[src/rtl/pipe_stage_reg_pkg.sv]
// Shared constants and decode helpers for the inter-stage pipeline registers.
// Latency: n/a (package only).
// Backpressure: n/a; stall is expressed through the stage enable of each register.
package pipe_stage_reg_pkg;

  // Reset and exception-handler entry points of the core.
  localparam logic [31:0] PC_RESET   = 32'h0000_3000;
  localparam logic [31:0] PC_HANDLER = 32'h0000_4180;

  // Default field widths shared by every stage boundary.
  localparam int TNEW_W_DEF    = 2;
  localparam int EXC_W_DEF     = 5;
  localparam int A3_W          = 5;
  localparam int PAYLOAD_W_DEF = 160;

  // What a stage register does on the coming edge.
  typedef enum logic [2:0] {
    ACT_RESET  = 3'd0,
    ACT_REQ    = 3'd1,
    ACT_HOLD   = 3'd2,
    ACT_BUBBLE = 3'd3,
    ACT_LOAD   = 3'd4
  } stage_act_e;

  // Resolve the control inputs into one action: reset > req > hold > bubble > load.
  function automatic stage_act_e pick_action(input logic reset,
                                             input logic req,
                                             input logic en,
                                             input logic bubble);
    stage_act_e act;
    if (reset)       act = ACT_RESET;
    else if (req)    act = ACT_REQ;
    else if (!en)    act = ACT_HOLD;
    else if (bubble) act = ACT_BUBBLE;
    else             act = ACT_LOAD;
    return act;
  endfunction

  // A write to $0 is architecturally a no-op, so it must never look like a
  // producer to the forwarding/hazard logic.
  function automatic logic grf_write_visible(input logic            we,
                                             input logic [A3_W-1:0] a3);
    return we && (a3 != '0);
  endfunction

endpackage

[src/rtl/tnew_sat_dec.sv]
// Tnew ageing for one stage boundary: saturating decrement or straight bypass.
// Latency: combinational, zero cycles.
// Backpressure: none; the owning register decides whether the result is captured.
module tnew_sat_dec #(
  parameter int TNEW_W   = 2,
  parameter bit DEC_TNEW = 1'b1
) (
  input  logic [TNEW_W-1:0] tnew_in,
  output logic [TNEW_W-1:0] tnew_out
);

  generate
    if (DEC_TNEW) begin : g_dec
      // One stage closer to the result, but never wrap below "ready now".
      always_comb begin
        tnew_out = tnew_in;
        if (tnew_in != '0) begin
          tnew_out = tnew_in - 1'b1;
        end
      end
    end else begin : g_bypass
      // Boundaries that do not age Tnew pass it through untouched.
      always_comb begin
        tnew_out = tnew_in;
      end
    end
  endgenerate

endmodule

[src/rtl/pipe_stage_reg.sv]
// Generic D/E, E/M, M/W pipeline register with stall hold, bubble and exception flush.
// Latency: one cycle, every output registered, no in-to-out combinational path.
// Backpressure: en=0 freezes all state (Tnew not aged); bubble/req override the captured instruction.
module pipe_stage_reg
  import pipe_stage_reg_pkg::*;
#(
  parameter int                     PAYLOAD_W   = PAYLOAD_W_DEF,
  parameter logic [PAYLOAD_W-1:0]   PAYLOAD_RST = '0,
  parameter int                     TNEW_W      = TNEW_W_DEF,
  parameter bit                     DEC_TNEW    = 1'b1,
  parameter int                     EXC_W       = EXC_W_DEF,
  parameter logic [31:0]            PC_RST      = PC_RESET,
  parameter logic [31:0]            REQ_PC      = PC_HANDLER
) (
  input  logic                 clk,
  input  logic                 reset,
  input  logic                 en,
  input  logic                 bubble,
  input  logic                 req,
  input  logic [31:0]          in_pc,
  input  logic                 in_bd,
  input  logic [A3_W-1:0]      in_a3,
  input  logic                 in_wegrf,
  input  logic                 in_wedm,
  input  logic [TNEW_W-1:0]    in_tnew,
  input  logic [EXC_W-1:0]     in_exc,
  input  logic [PAYLOAD_W-1:0] in_payload,
  output logic [31:0]          out_pc,
  output logic                 out_bd,
  output logic [A3_W-1:0]      out_a3,
  output logic                 out_wegrf,
  output logic                 out_wedm,
  output logic [TNEW_W-1:0]    out_tnew,
  output logic [EXC_W-1:0]     out_exc,
  output logic [PAYLOAD_W-1:0] out_payload,
  output logic                 out_valid
);

  stage_act_e          act;
  logic [TNEW_W-1:0]   tnew_aged;
  logic                wegrf_vis;

  tnew_sat_dec #(
    .TNEW_W   (TNEW_W),
    .DEC_TNEW (DEC_TNEW)
  ) u_tnew_dec (
    .tnew_in  (in_tnew),
    .tnew_out (tnew_aged)
  );

  // Decode the per-edge action and the forwarding-visible write enable.
  always_comb begin
    act       = pick_action(reset, req, en, bubble);
    wegrf_vis = grf_write_visible(in_wegrf, in_a3);
  end

  // State update; the bubble keeps PC/BD so an interrupt taken on the bubble
  // still reports the right EPC and delay-slot flag.
  always_ff @(posedge clk) begin
    case (act)
      ACT_RESET, ACT_REQ: begin
        out_pc      <= (act == ACT_RESET) ? PC_RST : REQ_PC;
        out_bd      <= 1'b0;
        out_a3      <= '0;
        out_wegrf   <= 1'b0;
        out_wedm    <= 1'b0;
        out_tnew    <= '0;
        out_exc     <= '0;
        out_payload <= PAYLOAD_RST;
        out_valid   <= 1'b0;
      end
      ACT_BUBBLE: begin
        out_pc      <= in_pc;
        out_bd      <= in_bd;
        out_a3      <= '0;
        out_wegrf   <= 1'b0;
        out_wedm    <= 1'b0;
        out_tnew    <= '0;
        out_exc     <= '0;
        out_payload <= PAYLOAD_RST;
        out_valid   <= 1'b0;
      end
      ACT_LOAD: begin
        out_pc      <= in_pc;
        out_bd      <= in_bd;
        out_a3      <= in_a3;
        out_wegrf   <= wegrf_vis;
        out_wedm    <= in_wedm;
        out_tnew    <= tnew_aged;
        out_exc     <= in_exc;
        out_payload <= in_payload;
        out_valid   <= 1'b1;
      end
      default: begin
        // Stalled: every field, including Tnew and valid, holds its value.
        out_pc      <= out_pc;
        out_bd      <= out_bd;
        out_a3      <= out_a3;
        out_wegrf   <= out_wegrf;
        out_wedm    <= out_wedm;
        out_tnew    <= out_tnew;
        out_exc     <= out_exc;
        out_payload <= out_payload;
        out_valid   <= out_valid;
      end
    endcase
  end

endmodule

[config.mk]
export PLATFORM = sky130hd
export DESIGN_NAME = pipe_stage_reg
export DESIGN_NICKNAME = d
export VERILOG_FILES = /design/src/rtl/pipe_stage_reg_pkg.sv /design/src/rtl/tnew_sat_dec.sv /design/src/rtl/pipe_stage_reg.sv
export SDC_FILE = /design/constraint.sdc
export NUM_CORES = 1
export LEC_CHECK = 0
export ABC_AREA = 1
export BUFFER_PORTS_ARGS = -buffer_cell sky130_fd_sc_hd__buf_2
export CORE_AREA = 2 2 164 166
export DETAILED_ROUTE_END_ITERATION = 16
export DIE_AREA = 0 0 166 168
export SETUP_SLACK_MARGIN = 0.05
export SYNTH_ARGS = -nofsm -noshare
export SYNTH_HDL_FRONTEND = slang
export SYNTH_SLANG_ARGS = --single-unit
[constraint.sdc]
create_clock -name clk -period 8.37 [get_ports clk]
set_clock_uncertainty 0.2 [all_clocks]
set_input_delay 1.2555 -clock clk [delete_from_list [all_inputs] [get_ports clk]]
set_output_delay 1.2555 -clock clk [all_outputs]
set_load 0.005 [all_outputs]
==> impl_metrics.prom <==
# TYPE chip_impl_metric gauge
chip_impl_metric{name="routed_wl",unit="um"} 20900
chip_impl_metric{name="grt_start_max_net_pins",unit=""} 103
chip_impl_metric{name="design.portCount",unit=""} 420
chip_impl_metric{name="vias_per_cell",unit=""} 4.09
chip_impl_metric{name="numCtsBuffers",unit=""} 24
chip_impl_metric{name="netlist-cell-type-count",unit=""} 15
chip_impl_metric{name="final_nets",unit=""} 1296
chip_impl_metric{name="rows",unit=""} 60
chip_impl_metric{name="globalRouteOverflowTotal",unit=""} 0
chip_impl_info{name="hold_path_startpoint",value="in_payload[143]"} 1
chip_impl_metric{name="core_area",unit="um^2"} 26400
chip_impl_metric{name="clk_path_buf_depth",unit=""} 3
chip_impl_metric{name="fill_cells",unit=""} 2485
chip_impl_metric{name="track_usage",unit="%"} 14.4
chip_impl_info{name="setup_repair_after_global_routing_missed_its_margin",value="no"} 1
chip_impl_metric{name="clock_tree.htree_level_count",unit=""} 1
chip_impl_metric{name="arrival",unit="ps"} 3170
chip_impl_metric{name="power_density",unit="nW/um^2"} 198
chip_impl_info{name="cp-end-kind",value="flop"} 1
chip_impl_metric{name="finalHoldWorstSlack",unit="ps"} 844
chip_impl_metric{name="seq_area_frac_synth",unit="%"} 69.6
chip_impl_info{name="min_delay_worst_endpoint",value="out_payload[143]"} 1
chip_impl_metric{name="overall_power_consumption",unit="mW"} 2.36
chip_impl_metric{name="multiplexer_share_of_the_synthesized_area",unit="%"} 0
chip_impl_metric{name="post_synth_xor_area_fraction",unit="%"} 0
chip_impl_info{name="cts_tree",value="built"} 1
chip_impl_metric{name="slew_headroom",unit="%"} 31.1
chip_impl_metric{name="post_route_cells_drive_above_1_share",unit="%"} 50.8
chip_impl_info{name="dominant_combinational_cell_family_by_area_after_synthesis",value="simple AND/OR/NAND/NOR gates"} 1
chip_impl_metric{name="report.final.hold_viol_count",unit=""} 0
chip_impl_metric{name="critPathMaxFanout",unit=""} 74
chip_impl_metric{name="synthCells",unit=""} 658
chip_impl_metric{name="drc_violations_left",unit=""} 0
chip_impl_metric{name="postCtsHoldBufs",unit=""} 0
chip_impl_metric{name="max-cap-violations",unit=""} 0
chip_impl_metric{name="first_global_vias",unit=""} 5886
chip_impl_metric{name="synth_compound_gate_area_share",unit="%"} 0.209
chip_impl_metric{name="input_output_buffers",unit=""} 419
chip_impl_metric{name="floorplan.die.height",unit="um"} 168
chip_impl_metric{name="detailed_place_hpwl",unit="um"} 15100
chip_impl_metric{name="final_period_minus_worst_setup_slack",unit="ps"} 3240
chip_impl_metric{name="dr_total_vias",unit=""} 5903
chip_impl_metric{name="clk_pin_slew",unit="ps"} 60
chip_impl_metric{name="antenna_left",unit=""} 0
chip_impl_info{name="cts_root_buf",value="sky130_fd_sc_hd__clkbuf_16"} 1
chip_impl_metric{name="cts.repair_timing.setup_buffer_count",unit=""} 0
chip_impl_metric{name="first_pass_grt_wire_length",unit="um"} 31700
chip_impl_metric{name="timing.hold.worst_path_depth",unit=""} 3
chip_impl_metric{name="areaGrowthSynthToFinish",unit="%"} 33.0
chip_impl_metric{name="static-leakage-power",unit="nW"} 6.25
chip_impl_metric{name="place.gp.congestion",unit=""} 0.799
chip_impl_metric{name="number_of_antenna_violations_at_the_first_check_in_global_routing",unit=""} 3
chip_impl_metric{name="setup_violations",unit=""} 0
chip_impl_metric{name="report.final.slew_viol_count",unit=""} 0
chip_impl_info{name="crit_type",value="in2reg"} 1
chip_impl_metric{name="post_synth.cell_area_avg",unit="um^2"} 13.6
chip_impl_metric{name="max_slew.worst_pin.slew",unit="ps"} 1030
chip_impl_metric{name="area_enclosed_by_the_die_boundary",unit="um^2"} 27900
chip_impl_metric{name="ir_drop",unit="uV"} 122
chip_impl_metric{name="die_width",unit="um"} 166
chip_impl_metric{name="initial_utilization",unit="%"} 34.1
chip_impl_metric{name="timing.critical_path.required",unit="ps"} 8290
chip_impl_metric{name="fin_tns_setup",unit="ps"} 0
chip_impl_metric{name="fmax",unit="MHz"} 308
chip_impl_info{name="critPathLaunchType",value="primary input"} 1
chip_impl_metric{name="synth.net_count",unit=""} 870
chip_impl_metric{name="synthesis.area",unit="um^2"} 8970
chip_impl_metric{name="yosysWarningCount",unit=""} 0
chip_impl_metric{name="cts_num_sinks",unit=""} 208
chip_impl_info{name="result_of_the_run",value="complete, no violations"} 1
chip_impl_metric{name="yosys.area_share.simple",unit="%"} 17.9
chip_impl_metric{name="synth-adder-area-share",unit="%"} 0
chip_impl_metric{name="drt_pre_antenna_iters",unit=""} 5
chip_impl_metric{name="ys_ff_latch",unit=""} 208
chip_impl_info{name="min_path_type",value="in2reg"} 1
chip_impl_metric{name="post_cts_resize_count",unit=""} 0
chip_impl_metric{name="layout_worst_path_cycle_share",unit="%"} 38.8
chip_impl_metric{name="initialDrtViolationCount",unit=""} 395
chip_impl_metric{name="wl_per_cell",unit="um"} 14.5
==> sequential cells by signal (all words and copies together) (netlist names) <==
register,count
out_pc,32
out_wegrf,1
out_tnew,2
out_payload,160
out_exc,5
out_valid,1
out_bd,1
out_wedm,1
out_a3,5
==> worst max-delay path by stage <==
| stage | start | to | cells past startpoint |
|---|---|---|---|
| final | reset | out_tnew[0] | 4 |
| after global routing | reset | out_tnew[0] | 4 |
| after CTS | reset | out_payload[45] | 4 |
| after detailed placement | reset | out_payload[61] | 4 |
| after global placement | en | out_pc[23] | 4 |
| after floorplan | en | out_a3[0] | 3 |
==> stage by stage <==
stage          std cells  utilization (%)  instance area [um^2]  setup WS (ps)
6_report            1442             45.3                 11900           5130
3_3_place_gp        1399             42.6                 11200           4570
3_5_place_dp        1399             42.6                 11200           4550
2_1_floorplan        658                -                  8970           1690
5_1_grt             1442             45.3                 11900           4950
4_1_cts             1440             45.3                 11900           5090
==> logic make-up (layout without fill, tap and decap cells) <==
kind of cell	Yosys count	count (layout)
other cells	0	2
buf+inv	229	670
simple gates	218	218
flops	208	208
compound gates	3	3
==> final cells by class <==
| class | instances | area (um^2) | share of cell area [%] |
|---|---|---|---|
| Antenna cell | 2 | 5.00 | 0.0419 |
| Clock buffer | 28 | 637 | 5.34 |
| Clock inverter | 13 | 65.1 | 0.545 |
| Inverter | 207 | 779 | 6.53 |
| Multi-Input combinational cell | 221 | 1640 | 13.8 |
| Sequential cell | 208 | 6250 | 52.3 |
| Tap cell | 341 | 427 | 3.58 |
| Timing Repair Buffer | 422 | 2130 | 17.9 |
==> power by group <==
part	leakage, nW	switching, mW	internal [mW]	total, mW
clock	0.341	0.404	0.541	0.945
sequential	2.39	0.0151	1.20	1.22
combinational	3.52	0.113	0.0885	0.202
total	6.25	0.533	1.83	2.36
==> cells in the final DEF, fill, tap and decap left out, drive strengths merged <==
cell type  synthesis  routed
a31oi              3       3
clkbuf             0      28
inv              207     209
clkinv             0      10
diode              0       2
buf               22     422
edfxtp           208     208
clkinvlp           0       1
nand3              3       3
nor2             206     206
nand2              9       9
==> critical path, stage by stage <==
cell and delay (ps):
sky130_fd_sc_hd__buf_2 150, sky130_fd_sc_hd__nor2_4 90, sky130_fd_sc_hd__nand2_4 710, sky130_fd_sc_hd__buf_4 830
==> Yosys cell counts (all sizes together) <==
| cell type | n | share of area, % |
|---|---|---|
| edfxtp | 208 | 70 |
| inv | 207 | 8.7 |
| nor2 | 206 | 17 |
| buf | 22 | 3.6 |
| nand2 | 9 | 0.49 |
| a31oi | 3 | 0.21 |
| nand3 | 3 | 0.17 |
==> layer usage <==
metal	track usage [%]	vias up	part of all wire, %
met4	5.56	2	3.2
met1	16.3	2728	37
li1	-	2842	-
met2	25.0	285	50
met3	5.05	46	9.9
met5	0	-	0.081
Note: power is estimated with default switching activity, not from simulation.
